### config.mk
export PLATFORM = sky130hd
export DESIGN_NAME = alu_issue_ctrl_flat
export DESIGN_NICKNAME = d
export VERILOG_FILES = /design/src/rtl/alu_issue_ctrl_if.sv /design/src/rtl/alu_issue_ctrl.sv /design/src/flat_wrapper.sv
export SDC_FILE = /design/constraint.sdc
export NUM_CORES = 1
export LEC_CHECK = 0
export CAP_MARGIN = 0
export CORE_AREA = 3 3 146 148
export CTS_BUF_LIST = sky130_fd_sc_hd__clkbuf_8
export DETAILED_ROUTE_END_ITERATION = 10
export DIE_AREA = 0 0 149 151
export HOLD_SLACK_MARGIN = 0.1
export PLACE_DENSITY = 0.71
export SLEW_MARGIN = 20
export SYNTH_ARGS = -nofsm -noshare
export SYNTH_HDL_FRONTEND = slang
export SYNTH_SLANG_ARGS = --single-unit
### constraint.sdc
create_clock -name clk -period 3.5 [get_ports clk]
set_input_delay 0.7 -clock clk [delete_from_list [all_inputs] [get_ports clk]]
set_output_delay 0.7 -clock clk [all_outputs]
set_load 0.05 [all_outputs]
### src/rtl/alu_issue_ctrl_if.sv
// ALU opcode package and the bundled decode / ALU / write-back bus of the issue controller.
// The master modport is the controller's view; slave is the surrounding decode/ALU/regfile view.
package core_pkg;
  typedef enum logic [3:0] {
    ALU_ADD  = 4'd0,
    ALU_SUB  = 4'd1,
    ALU_XOR  = 4'd2,
    ALU_OR   = 4'd3,
    ALU_AND  = 4'd4,
    ALU_SLL  = 4'd5,
    ALU_SRL  = 4'd6,
    ALU_SRA  = 4'd7,
    ALU_SLTS = 4'd8,
    ALU_SLTU = 4'd9
  } alu_opcode_e;
endpackage

interface alu_issue_ctrl_if #(parameter int REG_AW = 5);
  import core_pkg::*;

  logic              dec_valid_ip;
  logic              dec_ready_op;
  alu_opcode_e       dec_operator_ip;
  logic [REG_AW-1:0] dec_rs1_addr_ip;
  logic [REG_AW-1:0] dec_rs2_addr_ip;
  logic [REG_AW-1:0] dec_rd_addr_ip;
  logic [31:0]       dec_rs1_data_ip;
  logic [31:0]       dec_rs2_data_ip;
  logic [31:0]       dec_imm_ip;
  logic              dec_use_imm_ip;
  logic              alu_enable_op;
  alu_opcode_e       alu_operator_op;
  logic [31:0]       alu_operand_a_op;
  logic [31:0]       alu_operand_b_op;
  logic [31:0]       alu_result_ip;
  logic              alu_valid_ip;
  logic              wb_valid_op;
  logic              wb_ready_ip;
  logic [REG_AW-1:0] wb_rd_addr_op;
  logic [31:0]       wb_data_op;
  logic              err_timeout_op;
  logic [31:0]       retired_cnt_op;

  modport master (
    input  dec_valid_ip, dec_operator_ip, dec_rs1_addr_ip, dec_rs2_addr_ip, dec_rd_addr_ip,
           dec_rs1_data_ip, dec_rs2_data_ip, dec_imm_ip, dec_use_imm_ip,
           alu_result_ip, alu_valid_ip, wb_ready_ip,
    output dec_ready_op, alu_enable_op, alu_operator_op, alu_operand_a_op, alu_operand_b_op,
           wb_valid_op, wb_rd_addr_op, wb_data_op, err_timeout_op, retired_cnt_op
  );

  modport slave (
    output dec_valid_ip, dec_operator_ip, dec_rs1_addr_ip, dec_rs2_addr_ip, dec_rd_addr_ip,
           dec_rs1_data_ip, dec_rs2_data_ip, dec_imm_ip, dec_use_imm_ip,
           alu_result_ip, alu_valid_ip, wb_ready_ip,
    input  dec_ready_op, alu_enable_op, alu_operator_op, alu_operand_a_op, alu_operand_b_op,
           wb_valid_op, wb_rd_addr_op, wb_data_op, err_timeout_op, retired_cnt_op
  );
endinterface

### src/rtl/alu_issue_ctrl.sv
// Issue controller: takes one decoded instruction, holds the ALU request until the result
// arrives (or times out), then offers the result on the write-back port.
module alu_issue_ctrl
  import core_pkg::*;
#(
  parameter int TIMEOUT_CYC = 16,
  parameter int REG_AW      = 5
) (
  input  logic                 clk,
  input  logic                 reset,
  alu_issue_ctrl_if.master     bus
);

  localparam logic [1:0] IDLE = 2'd0;
  localparam logic [1:0] EXEC = 2'd1;
  localparam logic [1:0] WB   = 2'd2;

  logic [1:0]        state_q;
  logic [7:0]        cnt_q;
  logic              err_q;
  logic [31:0]       retired_cnt_q;

  alu_opcode_e       op_p0;
  logic [31:0]       opa_p0;
  logic [31:0]       opb_p0;
  logic [REG_AW-1:0] rd_p0;
  logic [REG_AW-1:0] wb_rd_p1;
  logic [31:0]       wb_data_p1;

  logic              dec_ready;
  logic              accept;
  logic              wb_hs;
  logic              fwd_a;
  logic              fwd_b;
  logic [31:0]       src_a;
  logic [31:0]       src_b;

  // Ready is masked by reset so nothing is accepted while the block is held in reset.
  assign dec_ready = reset && ((state_q == IDLE) || ((state_q == WB) && bus.wb_ready_ip));
  assign accept    = bus.dec_valid_ip && dec_ready;
  assign wb_hs     = (state_q == WB) && bus.wb_ready_ip;

  // The result retiring this cycle has not reached the register file yet, so bypass it; x0 is hardwired.
  assign fwd_a = wb_hs && (bus.dec_rs1_addr_ip == wb_rd_p1) && (bus.dec_rs1_addr_ip != '0);
  assign fwd_b = wb_hs && (bus.dec_rs2_addr_ip == wb_rd_p1) && (bus.dec_rs2_addr_ip != '0);
  assign src_a = fwd_a ? wb_data_p1 : bus.dec_rs1_data_ip;
  assign src_b = bus.dec_use_imm_ip ? bus.dec_imm_ip : (fwd_b ? wb_data_p1 : bus.dec_rs2_data_ip);

  always_ff @(posedge clk or negedge reset) begin
    if (!reset) begin
      state_q       <= IDLE;
      cnt_q         <= '0;
      err_q         <= 1'b0;
      retired_cnt_q <= '0;
    end else begin
      err_q <= 1'b0;
      case (state_q)
        IDLE: if (accept) state_q <= EXEC;
        EXEC: begin
          if (bus.alu_valid_ip) begin
            state_q <= WB;
          end else if (cnt_q == 8'(TIMEOUT_CYC - 1)) begin
            state_q <= IDLE;
            err_q   <= 1'b1;
          end else begin
            cnt_q <= cnt_q + 8'd1;
          end
        end
        WB:      if (wb_hs) state_q <= accept ? EXEC : IDLE;
        default: state_q <= IDLE;
      endcase
      if (accept) cnt_q <= '0;
      if (wb_hs) retired_cnt_q <= retired_cnt_q + 32'd1;
    end
  end

  // Issue stage: operands and destination captured at accept.
  always_ff @(posedge clk or negedge reset) begin
    if (!reset) begin
      op_p0  <= ALU_ADD;
      opa_p0 <= '0;
      opb_p0 <= '0;
      rd_p0  <= '0;
    end else if (accept) begin
      op_p0  <= bus.dec_operator_ip;
      opa_p0 <= src_a;
      opb_p0 <= src_b;
      rd_p0  <= bus.dec_rd_addr_ip;
    end
  end

  // Write-back stage: result captured when the ALU answers during EXEC.
  always_ff @(posedge clk or negedge reset) begin
    if (!reset) begin
      wb_rd_p1   <= '0;
      wb_data_p1 <= '0;
    end else if ((state_q == EXEC) && bus.alu_valid_ip) begin
      wb_rd_p1   <= rd_p0;
      wb_data_p1 <= bus.alu_result_ip;
    end
  end

  assign bus.dec_ready_op     = dec_ready;
  assign bus.alu_enable_op    = (state_q == EXEC);
  assign bus.alu_operator_op  = op_p0;
  assign bus.alu_operand_a_op = opa_p0;
  assign bus.alu_operand_b_op = opb_p0;
  assign bus.wb_valid_op      = (state_q == WB);
  assign bus.wb_rd_addr_op    = wb_rd_p1;
  assign bus.wb_data_op       = wb_data_p1;
  assign bus.err_timeout_op   = err_q;
  assign bus.retired_cnt_op   = retired_cnt_q;

endmodule

### src/flat_wrapper.sv
// flat-port wrapper written by rule: the top's interface ports become plain ports
module alu_issue_ctrl_flat import core_pkg::*;
#(
  parameter int TIMEOUT_CYC = 16,
  parameter int REG_AW      = 5
)
  (clk, reset, bus_dec_valid_ip, bus_dec_operator_ip, bus_dec_rs1_addr_ip, bus_dec_rs2_addr_ip, bus_dec_rd_addr_ip, bus_dec_rs1_data_ip, bus_dec_rs2_data_ip, bus_dec_imm_ip, bus_dec_use_imm_ip, bus_alu_result_ip, bus_alu_valid_ip, bus_wb_ready_ip, bus_dec_ready_op, bus_alu_enable_op, bus_alu_operator_op, bus_alu_operand_a_op, bus_alu_operand_b_op, bus_wb_valid_op, bus_wb_rd_addr_op, bus_wb_data_op, bus_err_timeout_op, bus_retired_cnt_op);
  alu_issue_ctrl_if #(.REG_AW(REG_AW)) bus_i ();
  input  logic clk;
  input  logic reset;
  input wire logic [$bits(bus_i.dec_valid_ip)-1:0] bus_dec_valid_ip;
  input wire logic [$bits(bus_i.dec_operator_ip)-1:0] bus_dec_operator_ip;
  input wire logic [$bits(bus_i.dec_rs1_addr_ip)-1:0] bus_dec_rs1_addr_ip;
  input wire logic [$bits(bus_i.dec_rs2_addr_ip)-1:0] bus_dec_rs2_addr_ip;
  input wire logic [$bits(bus_i.dec_rd_addr_ip)-1:0] bus_dec_rd_addr_ip;
  input wire logic [$bits(bus_i.dec_rs1_data_ip)-1:0] bus_dec_rs1_data_ip;
  input wire logic [$bits(bus_i.dec_rs2_data_ip)-1:0] bus_dec_rs2_data_ip;
  input wire logic [$bits(bus_i.dec_imm_ip)-1:0] bus_dec_imm_ip;
  input wire logic [$bits(bus_i.dec_use_imm_ip)-1:0] bus_dec_use_imm_ip;
  input wire logic [$bits(bus_i.alu_result_ip)-1:0] bus_alu_result_ip;
  input wire logic [$bits(bus_i.alu_valid_ip)-1:0] bus_alu_valid_ip;
  input wire logic [$bits(bus_i.wb_ready_ip)-1:0] bus_wb_ready_ip;
  output wire logic [$bits(bus_i.dec_ready_op)-1:0] bus_dec_ready_op;
  output wire logic [$bits(bus_i.alu_enable_op)-1:0] bus_alu_enable_op;
  output wire logic [$bits(bus_i.alu_operator_op)-1:0] bus_alu_operator_op;
  output wire logic [$bits(bus_i.alu_operand_a_op)-1:0] bus_alu_operand_a_op;
  output wire logic [$bits(bus_i.alu_operand_b_op)-1:0] bus_alu_operand_b_op;
  output wire logic [$bits(bus_i.wb_valid_op)-1:0] bus_wb_valid_op;
  output wire logic [$bits(bus_i.wb_rd_addr_op)-1:0] bus_wb_rd_addr_op;
  output wire logic [$bits(bus_i.wb_data_op)-1:0] bus_wb_data_op;
  output wire logic [$bits(bus_i.err_timeout_op)-1:0] bus_err_timeout_op;
  output wire logic [$bits(bus_i.retired_cnt_op)-1:0] bus_retired_cnt_op;
  assign bus_i.dec_valid_ip = bus_dec_valid_ip;
  assign bus_i.dec_operator_ip = bus_dec_operator_ip;
  assign bus_i.dec_rs1_addr_ip = bus_dec_rs1_addr_ip;
  assign bus_i.dec_rs2_addr_ip = bus_dec_rs2_addr_ip;
  assign bus_i.dec_rd_addr_ip = bus_dec_rd_addr_ip;
  assign bus_i.dec_rs1_data_ip = bus_dec_rs1_data_ip;
  assign bus_i.dec_rs2_data_ip = bus_dec_rs2_data_ip;
  assign bus_i.dec_imm_ip = bus_dec_imm_ip;
  assign bus_i.dec_use_imm_ip = bus_dec_use_imm_ip;
  assign bus_i.alu_result_ip = bus_alu_result_ip;
  assign bus_i.alu_valid_ip = bus_alu_valid_ip;
  assign bus_i.wb_ready_ip = bus_wb_ready_ip;
  assign bus_dec_ready_op = bus_i.dec_ready_op;
  assign bus_alu_enable_op = bus_i.alu_enable_op;
  assign bus_alu_operator_op = bus_i.alu_operator_op;
  assign bus_alu_operand_a_op = bus_i.alu_operand_a_op;
  assign bus_alu_operand_b_op = bus_i.alu_operand_b_op;
  assign bus_wb_valid_op = bus_i.wb_valid_op;
  assign bus_wb_rd_addr_op = bus_i.wb_rd_addr_op;
  assign bus_wb_data_op = bus_i.wb_data_op;
  assign bus_err_timeout_op = bus_i.err_timeout_op;
  assign bus_retired_cnt_op = bus_i.retired_cnt_op;
  alu_issue_ctrl #(.TIMEOUT_CYC(TIMEOUT_CYC), .REG_AW(REG_AW)) u_core (.clk(clk), .reset(reset), .bus(bus_i));
endmodule
==> impl_metrics.json, run 1 <==
{
  "top_usage_layer": "met2",
  "fp.dieH_um": 151,
  "yosys_register_bits": 153,
  "layout.nets": 1197,
  "vias": 7629,
  "slew-limit-headroom_pct": 36.3,
  "yosys.area.top_type": "dfrtp_1",
  "worst_slack_ns": 0.623,
  "synth-edff-count": 0,
  "port_buffers": 293,
  "worst_pin_slew_ns": 0.954,
  "drt-wirelength-per-cell_um": 21.1,
  "cts_resized": 0,
  "power_mw": 7.97,
  "maxSlewViolCount": 0,
  "grt-ovfl-total": 0,
  "finalSetupViolations": 0,
  "start_util_pct": 38.7,
  "syn_avg_cell_area_sq_um": 9.96,
  "insertion_delay_ns": 0.45,
  "ios": 294,
  "track_usage_pct": 24.2,
  "clkTransAtPathRegs_ns": 0.09,
  "synth_top_area_share_pct": 49.0,
  "hpwl_um": 19100,
  "clkSinkCount": 153,
  "drtIter0Drc": 608,
  "ys_types": 45,
  "critPathCaptureType": "primary output",
  "htreeDepth": 4,
  "die_x_um": 149,
  "fin_setup_tns_ns": 0,
  "critPathLaunchType": "primary input",
  "grt_pass1_vias": 7400,
  "ys_top_cells_by_area": "dfrtp_1 (49%), o31ai_1 (6.2%), mux2_2 (5.5%)",
  "max_stage_delay_ns": 0.54,
  "cts_setup_buffers": 0,
  "drt_pass1_iterations": 5,
  "yosysWarnings": 0,
  "syn_inst": 784,
  "worstPathMaxFanout": 27,
  "max_freq_mhz": 348,
  "grt_first_pass_wirelength_um": 42700,
  "dpl.cell_count": 1292,
  "place_congestion": 0.825,
  "grt_use_met2_pct": 37.7,
  "root_buffer": "clkbuf_8",
  "power_density_nw_per_um2": 703,
  "worstSetupPathType": "in -> out",
  "dp_slack_ns": 0.833,
  "fp.dieArea_sq_um": 22500,
  "finClkSkew_ns": 0.0151,
  "yosysSeqAreaShare_pct": 49.0,
  "antenna_found_initial": 2,
  "hold_path_class": "reg -> reg",
  "critPathSlowestCell": "dlygate4sd3_1",
  "rsz0062_at_grt": "no",
  "antenna_left": 0,
  "cts.path.max_buffers": 2,
  "async_flop_share_pct": 100,
  "finalHoldViolCount": 0,
  "drive_gt1_share_pct": 11.2,
  "viasPerCell": 5.75,
  "arrival_ns": 2.18,
  "fin_util_pct": 56.2,
  "cts_tree": "built",
  "grtUsageMet3_pct": 5.06,
  "worst_hold_slack_ns": 0.480,
  "use_met1_pct": 32.6,
  "synthFlopType": "dfrtp_1",
  "drc_errors": 0,
  "post-route-min-period_ns": 2.88,
  "irDropWorstVdd_v": 0.000679,
  "maxCapViolCount": 0,
  "dpl_cell_area_sq_um": 11000,
  "syn_to_final_growth_pct": 45.1,
  "numCtsBuffers": 17,
  "synth_area_sq_um": 7810,
  "synth_fp_nets": 939,
  "wl_um": 28100,
  "stdcell_area_sq_um": 11300,
  "num-fill-cells": 1784,
  "cts-hold-fix-buffers": 1,
  "core_sq_um": 20200,
  "post-route-period-util_pct": 82.2,
  "p_leak_nw": 4.42,
  "row_count": 52,
  "final_cells": 1327,
  "mostFrequentLayoutCells": "clkdlybuf4s50_1 (290), dfrtp_1 (153), nand2_1 (71), nand4_1 (67), o31ai_1 (64)",
  "crit_path_cell_trace": "dlygate4sd3_1 -> buf_6 -> nor2b_1 -> and2_1 -> buf_12",
  "outcome": "finished, final reports clean",
  "grt_max_degree": 73,
  "final_common_cell": "clkdlybuf4s50_1",
  "required_ns": 2.80
}
synth_stat cells, types with 5 or more instances:
| cell | number |
|---|---|
| a21oi_1 | 35 |
| a31oi_1 | 37 |
| a32oi_1 | 27 |
| buf_2 | 7 |
| clkbuf_1 | 63 |
| dfrtp_1 | 153 |
| inv_1 | 11 |
| mux2_2 | 38 |
| mux2i_1 | 6 |
| nand2_1 | 72 |
| nand2b_1 | 8 |
| nand3_1 | 13 |
| nand4_1 | 67 |
| nor2_1 | 42 |
| nor3_2 | 5 |
| nor4_1 | 6 |
| nor4_2 | 10 |
| o21ai_0 | 31 |
| o31ai_1 | 64 |
| xnor2_1 | 20 |
| xor2_1 | 23 |
critical path: cells and delay by family:
family	cells	cell delay, ns
buffers and inverters	3	0.96
and+or+nand+nor	2	0.50
per-layer routing:
metal / share of wire [%] / vias to the layer above
li1: - / 3454
met1: 41 / 3718
met2: 47 / 400
met3: 8.1 / 57
met4: 3.8 / 0
met5: 0 / -
cell type report:
type / count / area (sq um) / share of cell area, %
multi-input combinational: 544 / 3640 / 32.1
tap: 270 / 338 / 2.98
clock buffer: 21 / 289 / 2.55
timing repair buffer: 315 / 3120 / 27.5
antenna: 3 / 7.51 / 0.0662
inverter: 11 / 41.3 / 0.364
sequential: 153 / 3830 / 33.8
clock inverter: 10 / 70.1 / 0.618
logic make-up after synthesis:
| kind of cell | count (synthesis) | share of synthesized area, % |
|---|---|---|
| AO/OA/AOI/OAI | 201 | 17.1 |
| XOR/XNOR | 43 | 4.82 |
| adder cells (fa/ha/maj) | 2 | 0.320 |
| buffers and inverters | 87 | 4.60 |
| flip-flops | 153 | 49.0 |
| multiplexers | 44 | 6.25 |
| AND/OR/NAND/NOR | 254 | 17.9 |
path summary, 6_finish.rpt:
path / start / end / slack (ns) / cells after the start
worst max-delay path: reset / bus_dec_ready_op / 0.62 / 5
worst min-delay path: u_core.rd_p0[0] / u_core.rd_p0[0] / 0.48 / 2
worst max register to register: u_core.bus.retired_cnt_op[4] / u_core.bus.retired_cnt_op[29] / 1.27 / 4
worst min register to register: u_core.rd_p0[0] / u_core.rd_p0[0] / 0.48 / 2
max in group asynchronous: reset / u_core.bus.retired_cnt_op[5] / 1.61 / 3
min in group asynchronous: reset / u_core.bus.alu_operand_a_op[15] / 0.66 / 2
power by group:
group	switching (mW)	internal, mW
clock network	0.704	0.563
logic	2.70	1.31
registers	0.487	2.21
total	3.89	4.08
sequential cells by signal, indices dropped and copies added, names as in the netlist:
| signal | flops |
|---|---|
| u_core.bus.alu_operand_a_op | 32 |
| u_core.bus.alu_operator_op | 4 |
| u_core.cnt_q | 8 |
| u_core.rd_p0 | 5 |
| u_core.bus.err_timeout_op | 1 |
| u_core.bus.wb_rd_addr_op | 5 |
| u_core.bus.retired_cnt_op | 32 |
| u_core.bus.alu_operand_b_op | 32 |
| u_core.bus.wb_data_op | 32 |
| u_core.state_q | 2 |
No activity file was read; power rests on OpenSTA's default activity.
==> run 2: changes to the inputs <==
Clock period 3.5 ns to 2.8 ns, I/O delays scaled along.
==> run 2 against run 1 <==
Against the previous run: via count decreased by 0.64%; wire length fell by 0.30%; combinational power increased by 25%; global-route usage about the same; non-clock buffer count increased by 1; critical endpoint is now bus_alu_enable_op.
==> impl_metrics.json, run 2 (synthesized netlist as in run 1, its figures left out) <==
{
  "drt_pass1_iterations": 5,
  "clkTransAtPathRegs_ns": 0.09,
  "grt_max_degree": 154,
  "root_buffer": "clkbuf_8",
  "layout.nets": 1198,
  "die_x_um": 149,
  "outcome": "finished, final reports clean",
  "crit_path_cell_trace": "nor2b_1 -> clkdlybuf4s50_1",
  "place_congestion": 0.847,
  "dp_slack_ns": 0.297,
  "critPathCaptureType": "primary output",
  "track_usage_pct": 24.2,
  "arrival_ns": 1.95,
  "wl_um": 28000,
  "critPathLaunchType": "register",
  "drc_errors": 0,
  "drive_gt1_share_pct": 11.6,
  "use_met1_pct": 32.6,
  "critical_path_depth": 2,
  "finalSetupViolations": 0,
  "worst_pin_slew_ns": 0.961,
  "core_sq_um": 20200,
  "maxSlewViolCount": 0,
  "viasPerCell": 5.71,
  "grt_pass1_vias": 7355,
  "finalHoldViolCount": 0,
  "start_util_pct": 38.7,
  "top_usage_layer": "met2",
  "critPathBufInv": 1,
  "maxCapViolCount": 0,
  "grtUsageMet3_pct": 4.97,
  "antenna_found_initial": 0,
  "ios": 294,
  "reg2reg_depth": 4,
  "p_leak_nw": 4.46,
  "cts_setup_buffers": 0,
  "clkSinkCount": 153,
  "power_density_nw_per_um2": 885,
  "worst_slack_ns": 0.290,
  "antenna_left": 0,
  "worstSetupPathType": "reg -> out",
  "rsz0062_at_grt": "no",
  "drt-wirelength-per-cell_um": 21.1,
  "grt_use_met2_pct": 37.6,
  "cts.path.max_buffers": 2,
  "worstPathMaxFanout": 6,
  "power_mw": 10.1,
  "worstSetupStartpoint": "u_core.state_q[1]",
  "grt-ovfl-total": 0,
  "hpwl_um": 19200,
  "worstReg2RegStart": "u_core.bus.retired_cnt_op[4]",
  "irDropWorstVdd_v": 0.000818,
  "max_stage_delay_ns": 0.84,
  "fp.dieArea_sq_um": 22500,
  "grt_first_pass_wirelength_um": 42600,
  "cts_tree": "built",
  "mostFrequentLayoutCells": "clkdlybuf4s50_1 (290), dfrtp_1 (153), nand2_1 (71), nand4_1 (67), o31ai_1 (64)",
  "r2r-end": "u_core.bus.retired_cnt_op[31]",
  "drtIter0Drc": 591,
  "numCtsBuffers": 17,
  "required_ns": 2.24,
  "insertion_delay_ns": 0.46,
  "max_freq_mhz": 398,
  "row_count": 52,
  "htreeDepth": 4,
  "hold_path_class": "in -> async",
  "port_buffers": 293,
  "post-route-period-util_pct": 89.6,
  "fp.dieH_um": 151,
  "final_common_cell": "clkdlybuf4s50_1",
  "fin_setup_tns_ns": 0,
  "vias": 7580,
  "cts_resized": 0,
  "slew-limit-headroom_pct": 35.9,
  "cts-hold-fix-buffers": 0,
  "syn_to_final_growth_pct": 46.3,
  "crit_end": "bus_alu_enable_op",
  "regToRegSetupSlack_ns": 0.60,
  "post-route-min-period_ns": 2.51,
  "finClkSkew_ns": 0.0185,
  "crit_family": "buffers and inverters",
  "critPathSlowestCell": "clkdlybuf4s50_1"
}
-- run 2: cell count changes in the layout (fill, tap and decap cells not counted), sizes merged --
cell         previous run  this run
buf                    24        26
bufinv                  0         1
clkbuf                 21        19
clkinv                  3         5
clkinvlp                4         3
diode                   3         1
dlygate4sd3             1         0
inv                    14        15
-- run 2: power breakdown --
part	leakage [nW]	switching [mW]	internal, mW	total [mW]
clock network	0.191	0.947	0.771	1.72
logic	2.39	3.36	1.66	5.03
registers	1.88	0.610	2.76	3.37
-- run 2: through the flow --
step	hold WS (ns)	utilization [%]	cell area (sq um)	std cells
floorplan	0.264	-	7810	784
global placement	0.454	54.7	11000	1294
detailed placement	0.459	54.7	11000	1294
CTS	0.303	56.6	11400	1326
global route	0.309	56.6	11400	1326
finish	0.261	56.6	11400	1327
-- run 2: metal layers --
layer | vias up | part of all wire (%)
li1 | 3451 | -
met1 | 3654 | 41
met5 | - | 0
met2 | 407 | 47
met3 | 68 | 7.8
met4 | 0 | 4.2
-- run 2: how the worst min path moves through the flow --
stage / to / from / slack, ns
2_1_floorplan: u_core.bus.alu_operand_a_op[0] / reset / 0.26
3_3_place_gp: u_core.rd_p0[0] / u_core.rd_p0[0] / 0.45
3_5_place_dp: u_core.rd_p0[4] / u_core.rd_p0[4] / 0.46
4_1_cts: u_core.bus.retired_cnt_op[29] / reset / 0.30
5_1_grt: u_core.bus.retired_cnt_op[29] / reset / 0.31
6_report: u_core.bus.retired_cnt_op[29] / reset / 0.26
-- run 2: layout make-up --
class,count,area (sq um)
diodes,1,2.50
clock buffers,19,262
clock inverters,13,134
fillers,1782,8750
inverters,11,41.3
multi-input cells,544,3640
flip-flops and latches,153,3830
well taps,270,338
repair buffers,316,3170
==> run 3: changes to the inputs <==
Settings changed: GPL_ROUTABILITY_DRIVEN set to 1.
==> results of run 3 <==
The final DEF is identical to that of run 2; final timing and power are the same.
